<file path="config.mk">
export PLATFORM = sky130hd
export DESIGN_NAME = sfp_tx_align_gen
export DESIGN_NICKNAME = d
export VERILOG_FILES = /design/src/rtl/sfp_tx_align_gen.sv
export SDC_FILE = /design/constraint.sdc
export NUM_CORES = 1
export LEC_CHECK = 0
export BUFFER_PORTS_ARGS = -buffer_cell sky130_fd_sc_hd__buf_2
export CAP_MARGIN = 20
export CORE_MARGIN = 1
export CORE_UTILIZATION = 53
export CTS_CLUSTER_SIZE = 16
export DETAILED_ROUTE_END_ITERATION = 10
export HOLD_SLACK_MARGIN = 0.12
export PLACE_DENSITY = 0.84
export SYNTH_ARGS = -nofsm -noshare
export SYNTH_HDL_FRONTEND = slang
export SYNTH_SLANG_ARGS = --single-unit
</file>
<file path="constraint.sdc">
create_clock -name clk -period 4.1 [get_ports clk]
set_clock_uncertainty 0.15 [all_clocks]
set_input_delay 0.205 -clock clk [delete_from_list [all_inputs] [get_ports clk]]
set_output_delay 0.205 -clock clk [all_outputs]
set_load 0.05 [all_outputs]
</file>
<file path="src/rtl/sfp_tx_align_gen.sv">
// TX-side alignment generator for the SFP 8b/10b link: emits a comma training burst after
// reset, then forwards upstream words with periodic alignment bursts and UNUSE idle fill.
module sfp_tx_align_gen #(
    parameter int          TRAIN_LEN    = 64,
    parameter int          ALIGN_PERIOD = 256,
    parameter int          ALIGN_BURST  = 4,
    parameter logic [31:0] ALIGN_WORD   = 32'h55a100bc,
    parameter logic [31:0] IDLE_WORD    = 32'h55a109bc
) (
    input  logic        clk,
    input  logic        rst,
    input  logic [31:0] s_data,
    input  logic [3:0]  s_charisk,
    input  logic        s_valid,
    output logic        s_ready,
    output logic [31:0] gt_txdata,
    output logic [3:0]  gt_txcharisk,
    output logic        train_done
);

    localparam int TW = (TRAIN_LEN > 1) ? $clog2(TRAIN_LEN) : 1;
    localparam int PW = $clog2(ALIGN_PERIOD);
    localparam int BW = (ALIGN_BURST > 1) ? $clog2(ALIGN_BURST) : 1;

    localparam logic [TW-1:0] TRAIN_LAST  = TW'(TRAIN_LEN - 1);
    localparam logic [PW-1:0] PERIOD_LAST = PW'(ALIGN_PERIOD - 1);
    localparam logic [BW-1:0] BURST_LAST  = BW'(ALIGN_BURST - 1);

    typedef enum logic [1:0] {
        ST_TRAIN = 2'd0,
        ST_RUN   = 2'd1,
        ST_ALIGN = 2'd2
    } state_e;

    state_e        state_q, state_d;
    logic [TW-1:0] train_cnt_q, train_cnt_d;
    logic [PW-1:0] period_cnt_q, period_cnt_d;
    logic [BW-1:0] burst_cnt_q, burst_cnt_d;
    logic [31:0]   gt_txdata_q, gt_txdata_d;
    logic [3:0]    gt_txcharisk_q, gt_txcharisk_d;
    logic          train_done_q, train_done_d;

    // The last slot of each period is the decision slot that starts the alignment burst.
    assign s_ready      = (state_q == ST_RUN) && (period_cnt_q != PERIOD_LAST);
    assign gt_txdata    = gt_txdata_q;
    assign gt_txcharisk = gt_txcharisk_q;
    assign train_done   = train_done_q;

    always_comb begin
        state_d        = state_q;
        train_cnt_d    = train_cnt_q;
        period_cnt_d   = period_cnt_q;
        burst_cnt_d    = burst_cnt_q;
        train_done_d   = train_done_q;
        gt_txdata_d    = ALIGN_WORD;
        gt_txcharisk_d = 4'b0001;

        case (state_q)
            ST_TRAIN: begin
                if (train_cnt_q == TRAIN_LAST) begin
                    state_d      = ST_RUN;
                    train_done_d = 1'b1;
                end else begin
                    train_cnt_d = train_cnt_q + TW'(1);
                end
            end
            ST_RUN: begin
                if (period_cnt_q != PERIOD_LAST) begin
                    if (s_valid) begin
                        gt_txdata_d    = s_data;
                        gt_txcharisk_d = s_charisk;
                    end else begin
                        gt_txdata_d = IDLE_WORD;
                    end
                    period_cnt_d = period_cnt_q + PW'(1);
                end else begin
                    period_cnt_d = '0;
                    if (ALIGN_BURST > 1) begin
                        state_d     = ST_ALIGN;
                        burst_cnt_d = BW'(1);
                    end
                end
            end
            ST_ALIGN: begin
                period_cnt_d = '0;
                if (burst_cnt_q == BURST_LAST) begin
                    burst_cnt_d = '0;
                    state_d     = ST_RUN;
                end else begin
                    burst_cnt_d = burst_cnt_q + BW'(1);
                end
            end
            default: begin
                state_d      = ST_TRAIN;
                train_cnt_d  = '0;
                period_cnt_d = '0;
                burst_cnt_d  = '0;
            end
        endcase
    end

    always_ff @(posedge clk or posedge rst) begin
        if (rst) begin
            state_q        <= ST_TRAIN;
            train_cnt_q    <= '0;
            period_cnt_q   <= '0;
            burst_cnt_q    <= '0;
            gt_txdata_q    <= ALIGN_WORD;
            gt_txcharisk_q <= 4'b0001;
            train_done_q   <= 1'b0;
        end else begin
            state_q        <= state_d;
            train_cnt_q    <= train_cnt_d;
            period_cnt_q   <= period_cnt_d;
            burst_cnt_q    <= burst_cnt_d;
            gt_txdata_q    <= gt_txdata_d;
            gt_txcharisk_q <= gt_txcharisk_d;
            train_done_q   <= train_done_d;
        end
    end

endmodule

</file>
======== Word-level counts from Yosys, hierarchy flattened ========
Cells that the tools add are included.
storage, ports and cells
  flip-flop bits (word level) ............. 55
  logic and storage cells ................. 45
operators by class
  bitwise logic cells ..................... 2
  multiplexer cells ....................... 17
  add/sub/neg operators ................... 3
  equal/unequal tests ..................... 9
  reduce and logical (&&, ||, !) cells .... 7
operator list
  kind                                                  number
  2-to-1 mux 32 bit                                     3
  one-hot mux 8 bit (2 select lines)                    1
  2-to-1 mux 4 bit                                      3
  one-hot mux 2 bit (3 select lines)                    2
  one-hot mux 6 bit (2 select lines)                    1
  2-to-1 mux 2 bit                                      5
  adder 8 x 1 -> 8 bit (second input constant)          1
  2-to-1 mux 8 bit                                      1
  inequality test 2 bit (second input constant)         4
  inequality test 8 bit (second input constant)         1
  adder 6 x 1 -> 6 bit (second input constant)          1
  equality test 6 bit (second input constant)           1
  2-to-1 mux 6 bit                                      1
  AND reduction 2 bit                                   3
  equality test 2 bit (second input constant)           2
  AND reduction 3 bit                                   1
  adder 2 x 1 -> 2 bit (second input constant)          1
  equality test 2 x 1 -> 1 bit (second input constant)  1
  zero test 2 bit                                       1
  inverter 1 bit                                        2
  OR reduction 2 bit                                    1
  logical AND 1 bit                                     1

======== Longest topological paths before layout ========
Gate-level depths: netlist (run 1).
  depth in word-level cells ............... 4
  gate-level depth with buffers ........... 8
  depth with buffers taken out ............ 6

======== Least setup slack after synthesis (run 1) ========
No wires, ideal clock.
  path kind ............................... register to register
  start ................................... reg period_cnt_q[0]
  end ..................................... reg burst_cnt_q[0]
  stages on the path, launching flop included .. 9
  path buffers ............................ 2
  library setup time ...................... 0.138 ns
  data arrival time ....................... 1.430 ns
  path slack .............................. 2.382 ns
  path through ............................ dfrtp_1 ha_1 nand3_2 o21ai_4 inv_2 buf_6 buf_6 o21ai_2 o31ai_2
on the way
  cells in the longest elaborated chain, start to end .. 3
ends and longest elaborated chain
  element                                 line  RTL
  start: declaration                      37    logic [PW-1:0] period_cnt_q, period_cnt_d;
  start signal: assignment                114   period_cnt_q <= period_cnt_d;
  inequality test 8 bit                   68    if (period_cnt_q != PERIOD_LAST) begin
  inequality test 2 bit (no source line)  n/a
  AND reduction 2 bit (no source line)    n/a
  end signal: assignment                  115   burst_cnt_q <= burst_cnt_d;
  end: declaration                        38    logic [BW-1:0] burst_cnt_q, burst_cnt_d;
No other way between the ends.
A chain may end at the register's enable or synchronous reset.

======== Worst setup path in the final report (run 1) ========
  start ................................... reg state_q[1]
  end ..................................... out s_ready
on the way
  cells in the longest elaborated chain, start to end .. 2
ends and longest elaborated chain
  element                       line  RTL
  start: declaration            35    state_e state_q, state_d;
  start signal: assignment      112   state_q <= state_d;
  equality test 2 x 1 -> 1 bit  44    assign s_ready = (state_q == ST_RUN) && (period_cnt_q != PERIOD_LAST);
  logical AND 1 bit             44
  end: declaration              15    output logic s_ready,
No other way between the ends.

==> results.toml, run 1 <==
[setup_path]
rr_worst_depth = 6
cp-start-kind = "flop"
crit_type = "reg2out"
worst-path-max-fanout = 29
crit_end = "s_ready"
r2r_start = "state_q[1]"
rr_endpoint = "gt_txdata[21]"
arrival_ns = 1.94
r2r_setup_slack_ns = 1.98
crit_required_ns = 3.74
critPathLaunch = "state_q[1]"
end_kind = "output pin"

[worst_hold_path]
hp-class = "in2reg"

[placement]
placed_cells = 312
portBuffers = 76
place_hpwl_mm = 2.802
placed_area_um2 = 2658
routabilityCongestion = 0.7746

[routing]
drc = 0
routedWlPerCell_um = 13.84
finalWirelength_mm = 4.954
ant_nets = 0
first_pass_iters = 5
vias = 1833
vias_per_cell = 5.120
drt-initial-drc-count = 136

[clock_tree]
hold_buffers = 37
cts-resized-gates = 0
clock_sinks = 55
clockRootBuffer = "clkbuf_8"
h-tree-depth = 2
numCtsBuffers = 5
clk_path_buf_depth = 2
clk_latency_ns = 0.31
clk_pin_slew_worst_paths_ns = 0.11
postCtsSetupRepairBufs = 0
cts_tree = "yes"

[grt]
grt_first_pass_wirelength_mm = 7.534
grt_pass1_vias = 1715
antenna_found_initial = 0
grtUsageTotal_pct = 22.59
grt_max_degree = 56
grt.overflow.total = 0

[synthesis]
synth-seq-cells = 55
synth-edff-count = 0
yosysWarnings = 0
yosys-top-cells-area = "dfrtp_1, dfstp_2, and3_1, ha_1, nand2b_1"
ys_seq_area_share_pct = 61.32
syn_inst = 196
yosys.area.top_type = "dfrtp_1"
synth_cell_types = 37
syn_area_um2 = 2271
synth_top_area_share_pct = 46.28
async_reset_ff_share_pct = 100.0
synthesis.nets = 242
syn_avg_cell_area_um2 = 11.59
ys.flop_type = "dfrtp_1"

[job]
maxCapViolations = 0

[cells_and_area]
antenna_cells = 0
nets = 353
final_area_um2 = 3137
multi_input_area_um2 = 769.5
syn2layout_area_growth_pct = 38.13
stdcell_count = 358
seq_area_um2 = 1393
nFillCells = 245
drive_above_1_share_pct = 34.09

[floorplanning]
pin_count = 77
core_area_um2 = 4058
num_rows = 23
start_util_pct = 55.97
die_w_um = 67.46
die_h_um = 67.46
dieArea_um2 = 4551

[sta]
max_freq_mhz = 435.0
min_period_over_period_pct = 56.06
finalSetupViolCount = 0
hold_viol_final = 0
finalSetupTns_ns = 0
tightest_slew_ns = 0.7396
slew_headroom_pct = 50.69
period_needed_ns = 2.299
grt_setup_unrepaired = "no"
slew_violations = 0

[power_and_ir_drop]
power_density_nw_per_um2 = 286.6
p_leak_nw = 1.636
ir_drop_uv = 231.8

[run_status]
status = "finished clean"
stage by stage:
stage	hold slack [ns]	total power (W)	utilization, %	worst slack [ns]
6_report	0.1602	0.0008989	77.31	1.801
5_1_grt	0.1844	0.0009330	77.31	1.709
4_1_cts	0.1498	0.0008990	76.81	1.812
3_5_place_dp	0.2476	0.0005848	65.49	2.027
3_3_place_gp	0.2429	0.0005845	65.49	2.041
2_1_floorplan	0.1650	0.0005648	-	2.382
sequential cells by signal, indices dropped and copies added (netlist names):
signal,count
burst_cnt_q,2
gt_txcharisk,4
gt_txdata,32
period_cnt_q,8
state_q,2
train_cnt_q,6
train_done,1
placed cells by master (no fill, tap or decap), types with 2 or more instances in the layout:
| cell | count |
|---|---|
| nand4_1 | 2 |
| a32oi_1 | 2 |
| o22a_1 | 2 |
| or4_1 | 2 |
| buf_2 | 76 |
| clkbuf_8 | 5 |
| dfstp_2 | 13 |
| a21oi_1 | 9 |
| o21ai_2 | 2 |
| and3_1 | 21 |
| dlygate4sd3_1 | 37 |
| inv_2 | 2 |
| o22ai_1 | 2 |
| nor4_1 | 2 |
| nand2b_1 | 14 |
| ha_1 | 7 |
| inv_1 | 12 |
| nor3_1 | 4 |
| mux2i_1 | 2 |
| dfrtp_1 | 42 |
| nand2_1 | 9 |
| o21bai_1 | 2 |
| nand3_1 | 5 |
| nor2_1 | 8 |
| o21ai_0 | 8 |
| o31ai_2 | 2 |
| xnor2_1 | 2 |
| a31oi_1 | 2 |
layer usage:
layer	track usage (%)	share of wire (%)
met5	0	0
met2	39.11	50
met3	6.081	6.2
met1	26.87	42
met4	7.713	1.6
synthesized netlist by cell type (2+ instances only):
cell	count
o22a_1	2
o31ai_2	2
nor3_1	4
and3_1	21
o22ai_1	2
o21ai_0	8
a21oi_1	9
clkbuf_1	4
dfstp_2	13
buf_2	3
ha_1	7
buf_6	2
nand3_1	5
or4_1	2
mux2i_1	2
nand4_1	2
xnor2_1	2
nor4_1	2
o21bai_1	2
o21ai_2	2
inv_1	13
nand2_1	9
nand2b_1	14
a32oi_1	2
dfrtp_1	42
a31oi_1	2
nor2_1	8
where the power goes:
group          switching [W]  internal, W  leakage, nW
Sequential                 0     0.000543        0.709
Combinational      0.0000227    0.0000396        0.885
Clock               0.000174     0.000119       0.0418
Total               0.000197     0.000702         1.64
critical path: stages, from the launching register on:
cell and delay [ns]:
dfrtp_1 0.42, inv_1 0.10, ha_1 0.29, o21ai_4 0.13
inv_2 0.34, buf_2 0.35
worst min path at each step:
| stage | endpoint | depth (start not counted) | start |
|---|---|---|---|
| 4_1_cts | gt_txdata[6] | 2 | s_valid |
| 5_1_grt | gt_txdata[15] | 2 | s_valid |
| 3_5_place_dp | gt_txdata[5] | 2 | s_data[5] |
| 6_report | gt_txdata[11] | 2 | s_valid |
| 2_1_floorplan | gt_txcharisk[0] | 1 | s_charisk[0] |
| 3_3_place_gp | gt_txdata[30] | 2 | s_data[30] |
area by class of cell:
type                    count  area share [%]
well taps                  50           1.994
inverters                  14           1.675
flip-flops and latches     55           44.40
multi-input cells         117           24.53
repair buffers            114           24.57
clock inverters             3          0.6382
clock buffers               5           2.194
kinds of logic after synthesis:
kind of cell,after synthesis,synth area share (%)
AO/OA/AOI/OAI,36,11.07
XOR/XNOR,2,0.7715
adder cells (fa/ha/maj),7,3.857
buffers and inverters,24,4.793
flip-flops,55,61.32
multiplexers,2,0.8816
AND/OR/NAND/NOR,70,17.30
(Power assumes the default switching activity.)
==> run 2: changes to the inputs <==
--- a/config.mk
+++ b/config.mk
@@ -5,14 +5,15 @@
 export SDC_FILE = /design/constraint.sdc
 export NUM_CORES = 1
 export LEC_CHECK = 0
+export ABC_AREA = 1
 export BUFFER_PORTS_ARGS = -buffer_cell sky130_fd_sc_hd__buf_2
 export CAP_MARGIN = 20
 export CORE_MARGIN = 1
-export CORE_UTILIZATION = 53
+export CORE_UTILIZATION = 45
 export CTS_CLUSTER_SIZE = 16
 export DETAILED_ROUTE_END_ITERATION = 10
 export HOLD_SLACK_MARGIN = 0.12
-export PLACE_DENSITY = 0.84
+export PLACE_DENSITY = 0.75
 export SYNTH_ARGS = -nofsm -noshare
 export SYNTH_HDL_FRONTEND = slang
 export SYNTH_SLANG_ARGS = --single-unit
==> constraint.sdc (replaced) <==
create_clock -name clk -period 2.1 [get_ports clk]
set_clock_uncertainty 0.15 [all_clocks]
set_input_delay 0.105 -clock clk [delete_from_list [all_inputs] [get_ports clk]]
set_output_delay 0.105 -clock clk [all_outputs]
set_load 0.05 [all_outputs]
==> results.toml, run 2 <==
[run_status]
status = "finished clean"

[power_and_ir_drop]
ir_drop_uv = 451.0
p_leak_nw = 1.762
power_density_nw_per_um2 = 548.1

[routing]
vias = 2006
drc = 0
finalWirelength_mm = 5.695
first_pass_iters = 5
vias_per_cell = 4.644
ant_nets = 0
drt-initial-drc-count = 90
routedWlPerCell_um = 13.18

[synthesis]
ys.flop_type = "dfrtp_1"
syn_avg_cell_area_um2 = 9.417
ys_seq_area_share_pct = 60.85
synth_top_area_share_pct = 45.93
async_reset_ff_share_pct = 100.0
synth-seq-cells = 55
ys_top_cells_by_count = "dfrtp_1, inv_1, nand2_1, nor2_1"
syn_inst = 243
synth-edff-count = 0
synth_cell_types = 21
syn_area_um2 = 2288
yosys.area.top_type = "dfrtp_1"
yosys-top-cells-area = "dfrtp_1, dfstp_2, inv_1, nand2_1, nor2_1"
synthesis.nets = 289
yosysWarnings = 0

[setup_path]
cp-start-kind = "flop"
critPathTopFamily = "flip-flops"
cp_common_cell = "inv_1"
end_kind = "output pin"
crit_type = "reg2out"
path_buf_inv = 3
slowest_delay_ns = 0.44
crit_required_ns = 1.85
worst-path-max-fanout = 8
path_cells = "inv_1 -> ha_1 -> nand2_4 -> inv_1 -> buf_2"
arrival_ns = 1.61
worst_path_max_delay_cell = "dfrtp_1"

[grt]
grtUsageTotal_pct = 23.73
antenna_found_initial = 0
grt_pass1_vias = 2089
grt_max_degree = 35
grt.overflow.total = 0
grt_first_pass_wirelength_mm = 9.466

[sta]
tightest_slew_ns = 0.5596
finalSetupViolCount = 0
grt_setup_unrepaired = "no"
hold_viol_final = 0
min_period_over_period_pct = 88.76
slew_violations = 0
max_freq_mhz = 536.5
finalSetupTns_ns = 0
period_needed_ns = 1.864
slew_headroom_pct = 62.64
hold_slack_ns = 0.2216

[floorplanning]
pin_count = 77
die_w_um = 73.31
die_h_um = 73.31
core_area_um2 = 4817
dieArea_um2 = 5374
num_rows = 25
start_util_pct = 47.51

[cells_and_area]
mostFrequentLayoutCells = "buf_2, nand2_1, dfrtp_1, inv_1, nor2_1"
antenna_cells = 0
drive_above_1_share_pct = 30.68
nets = 410
final_common_cell = "buf_2"
syn2layout_area_growth_pct = 41.01
largest_register_ffs = 32

[clock_tree]
clockRootBuffer = "clkbuf_8"
clk_path_buf_depth = 2
cts_tree = "yes"
clk_pin_slew_worst_paths_ns = 0.09
numCtsBuffers = 5
h-tree-depth = 2
clock_sinks = 55
clk_latency_ns = 0.31

[placement]
portBuffers = 76
place_hpwl_mm = 3.176
routabilityCongestion = 0.8366

[worst_hold_path]
hp-class = "in2reg"

[job]
maxCapViolations = 0
-- run 2: changes by cell type in the layout (fill, tap and decap cells not counted), sizes merged, moves of 14 or more --
| cell | before | now |
|---|---|---|
| and3 | 21 | 0 |
| inv | 14 | 44 |
| nand2 | 9 | 45 |
| nand2b | 14 | 0 |
| nor2 | 8 | 42 |
| or2 | 0 | 14 |
-- run 2: what timing repair did --
item	4_1_cts	5_1_grt
buffers inserted	0	0
resized for setup	0	1
endpoints found under the hold margin	61	0
setup endpoints to repair	0	1
hold buffers	39	0
-- run 2: cells by family after synthesis --
group	synth area share, %
flip-flops	60.85
adder cells (fa/ha/maj)	3.827
XOR/XNOR	0.7656
AND/OR/NAND/NOR	23.84
buffers and inverters	8.529
AO/OA/AOI/OAI	2.187
-- run 2: per-stage QoR --
stage | cells | area [µm²] | total power [W] | utilization [%] | setup slack [ns]
floorplan | 243 | 2288 | 0.001104 | - | 0.5106
global placement | 385 | 2744 | 0.001146 | 56.96 | 0.3569
detailed placement | 385 | 2744 | 0.001148 | 56.96 | 0.3096
CTS | 432 | 3222 | 0.001775 | 66.88 | 0.2326
global route | 432 | 3227 | 0.001842 | 66.99 | 0.1204
finish | 432 | 3227 | 0.001769 | 66.99 | 0.2360
-- run 2: final cells by class --
type | instances | area [µm²]
sequential | 55 | 1393
clock buffer | 5 | 68.82
timing repair buffer | 118 | 793.3
tap | 67 | 83.83
inverter | 43 | 163.9
fill | 353 | 1590
clock inverter | 3 | 18.77
multi-input combinational | 141 | 705.7
-- run 2: routing by layer --
layer | vias to the layer above | track usage, % | wire length, µm
met1 | 952 | 28.26 | 2291
met2 | 70 | 40.64 | 2913
li1 | 972 | - | -
met3 | 12 | 6.859 | 392
met5 | - | 0 | 0
met4 | 0 | 9.402 | 98
-- run 2: power by group --
| group | internal [W] | switching [W] | total, W |
|---|---|---|---|
| registers | 0.00106 | 0 | 0.00106 |
| logic | 0.0000781 | 0.0000517 | 0.000130 |
| clock network | 0.000236 | 0.000344 | 0.000579 |
| total | 0.00137 | 0.000395 | 0.00177 |
-- run 2: worst min-delay path: stages --
cell and delay, ns:
buf_2 0.08, inv_1 0.08, nor2_4 0.13, inv_4 0.13
nor2_1 0.11
-- run 2: worst paths after layout --
kind	from	to	slack [ns]	depth (start not counted)
worst max-delay path	state_q[1]	s_ready	0.24	5
worst min-delay path	s_valid	gt_txdata[22]	0.22	5
worst max register to register	state_q[1]	gt_txdata[3]	0.34	6
worst min register to register	train_done	train_done	0.36	2
max in group asynchronous	rst	gt_txdata[4]	0.88	4
min in group asynchronous	rst	period_cnt_q[2]	0.24	3
==> run 3: changes to the inputs <==
--- a/config.mk
+++ b/config.mk
@@ -9,11 +9,10 @@
 export BUFFER_PORTS_ARGS = -buffer_cell sky130_fd_sc_hd__buf_2
 export CAP_MARGIN = 20
 export CORE_MARGIN = 1
-export CORE_UTILIZATION = 45
+export CORE_UTILIZATION = 25
 export CTS_CLUSTER_SIZE = 16
 export DETAILED_ROUTE_END_ITERATION = 10
 export HOLD_SLACK_MARGIN = 0.12
-export PLACE_DENSITY = 0.75
 export SYNTH_ARGS = -nofsm -noshare
 export SYNTH_HDL_FRONTEND = slang
 export SYNTH_SLANG_ARGS = --single-unit
==> results.toml, run 3 (synthesis gave the netlist of run 2 again) <==
[setup_path]
end_kind = "flop"
rr_endpoint = "period_cnt_q[7]"
crit_required_ns = 2.15
cp-start-kind = "flop"
critPathLaunch = "state_q[0]"
crit_type = "reg2reg"
r2r_setup_slack_ns = 0.27
rr_worst_depth = 8
r2r_start = "state_q[0]"
arrival_ns = 1.88
worst-path-max-fanout = 6

[floorplanning]
core_area_um2 = 8806
dieArea_um2 = 9540
die_h_um = 97.68
pin_count = 77
die_w_um = 97.68
num_rows = 34
start_util_pct = 25.99

[placement]
portBuffers = 76
place_hpwl_mm = 3.414
placed_area_um2 = 2800
dp_slack_ns = 0.2626
routabilityCongestion = 0.8023

[power_and_ir_drop]
power_frac_comb_pct = 7.0
p_sw_share_pct = 21.23
p_switching_w = 0.0003799
share_seq_of_total_power_pct = 59.2
ir_drop_uv = 371.0
power_density_nw_per_um2 = 544.6
p_leak_nw = 1.762
internal_power_w = 0.001410
power.share.clock_pct = 33.8

[worst_hold_path]
hp-class = "in2async"

[clock_tree]
clk_pin_slew_worst_paths_ns = 0.10
cts_tree = "yes"
numCtsBuffers = 5
clk_latency_ns = 0.31
cts-resized-gates = 0
clockRootBuffer = "clkbuf_8"
clk_path_buf_depth = 2
h-tree-depth = 2
hold_buffers = 39
clock_sinks = 55
postCtsSetupRepairBufs = 0

[sta]
setup_ws_ns = 0.2736
hold_slack_ns = 0.1434
period_needed_ns = 1.826
finalSetupViolCount = 0
finalSetupTns_ns = 0
slew_headroom_pct = 73.57
tightest_slew_ns = 0.3934
max_freq_mhz = 547.5
slew_violations = 0
grt_setup_unrepaired = "no"
min_period_over_period_pct = 86.97
hold_viol_final = 0

[cells_and_area]
final_common_cell = "buf_2"
final_core_util_pct = 37.31
mostFrequentLayoutCells = "buf_2, nand2_1, dfrtp_1, inv_1, nor2_1"
largest_register_ffs = 32
antenna_cells = 0
drive_above_1_share_pct = 29.95
nets = 409
syn2layout_area_growth_pct = 43.58
final_area_um2 = 3286

[routing]
finalWirelength_mm = 5.123
ant_nets = 0
vias_per_cell = 4.066
vias = 1919
route.top_layer_used = "met4"
routedWlPerCell_um = 10.85
drt-initial-drc-count = 107
dr_wl_met3_um = 257
met1_length_mm = 2.176
first_pass_iters = 4
drc = 0
dr_wl_met2_mm = 2.623

[grt]
grtUsageTotal_pct = 10.99
antenna_found_initial = 0
grt_first_pass_wirelength_mm = 8.549
grt_pass1_vias = 1925
grt.overflow.total = 0
grt_max_degree = 42

[run_status]
status = "finished clean"

[job]
maxCapViolations = 0
==> run 3: cell count changes in the layout (fill, tap and decap cells not counted) <==
cell | previous run | this run
clkinv_2 | 2 | 0
buf_12 | 0 | 1
nor3_1 | 2 | 3
buf_4 | 3 | 1
clkbuf_1 | 0 | 1
nor3_2 | 1 | 0
clkinv_4 | 0 | 1
clkbuf_8 | 5 | 6
inv_6 | 1 | 0
==> run 3: worst max-delay path by stage <==
stage	endpoint	slack [ns]	depth (start not counted)
2_1_floorplan	period_cnt_q[7]	0.51	8
3_3_place_gp	period_cnt_q[7]	0.35	8
3_5_place_dp	period_cnt_q[7]	0.26	8
4_1_cts	period_cnt_q[7]	0.26	8
5_1_grt	period_cnt_q[7]	0.02	8
6_report	period_cnt_q[7]	0.27	8
==> run 3: critical path: stages, from the launching register on <==
cell     delay (ns)
dfrtp_1        0.40
inv_1          0.08
ha_1           0.26
inv_1          0.17
nand2_1        0.09
nor3_1         0.32
nand4_1        0.13
nand2_1        0.09
nor2_1         0.04
==> run 3: power by group through the flow <==
| stage | clock network (W) | logic [W] | registers, W |
|---|---|---|---|
| after global routing | 0.000667 | 0.000140 | 0.00106 |
| after global placement | 0 | 0.0000678 | 0.00108 |
| after CTS | 0.000628 | 0.000124 | 0.00106 |
| after floorplan | 0 | 0.0000248 | 0.00108 |
| after detailed placement | 0 | 0.0000690 | 0.00108 |
| final | 0.000604 | 0.000126 | 0.00106 |
==> run 3: per-stage QoR <==
step                      cells  power (W)
after detailed placement    425   0.001148
after floorplan             243   0.001104
final                       472   0.001790
after CTS                   472   0.001812
after global placement      425   0.001147
after global routing        472   0.001867
==> run 3: cell type report <==
type | count | area, µm²
clock buffer | 7 | 86.33
clock inverter | 1 | 8.758
fill | 848 | 5520
inverter | 43 | 163.9
multi-input combinational | 141 | 700.7
sequential | 55 | 1393
tap | 108 | 135.1
timing repair buffer | 117 | 798.3
==> run 3: routing by layer <==
| layer | GRT usage (%) | up-vias |
|---|---|---|
| li1 | - | 966 |
| met1 | 12.02 | 894 |
| met4 | 3.730 | 0 |
| met2 | 20.24 | 52 |
| met3 | 3.094 | 7 |
| met5 | 0 | - |
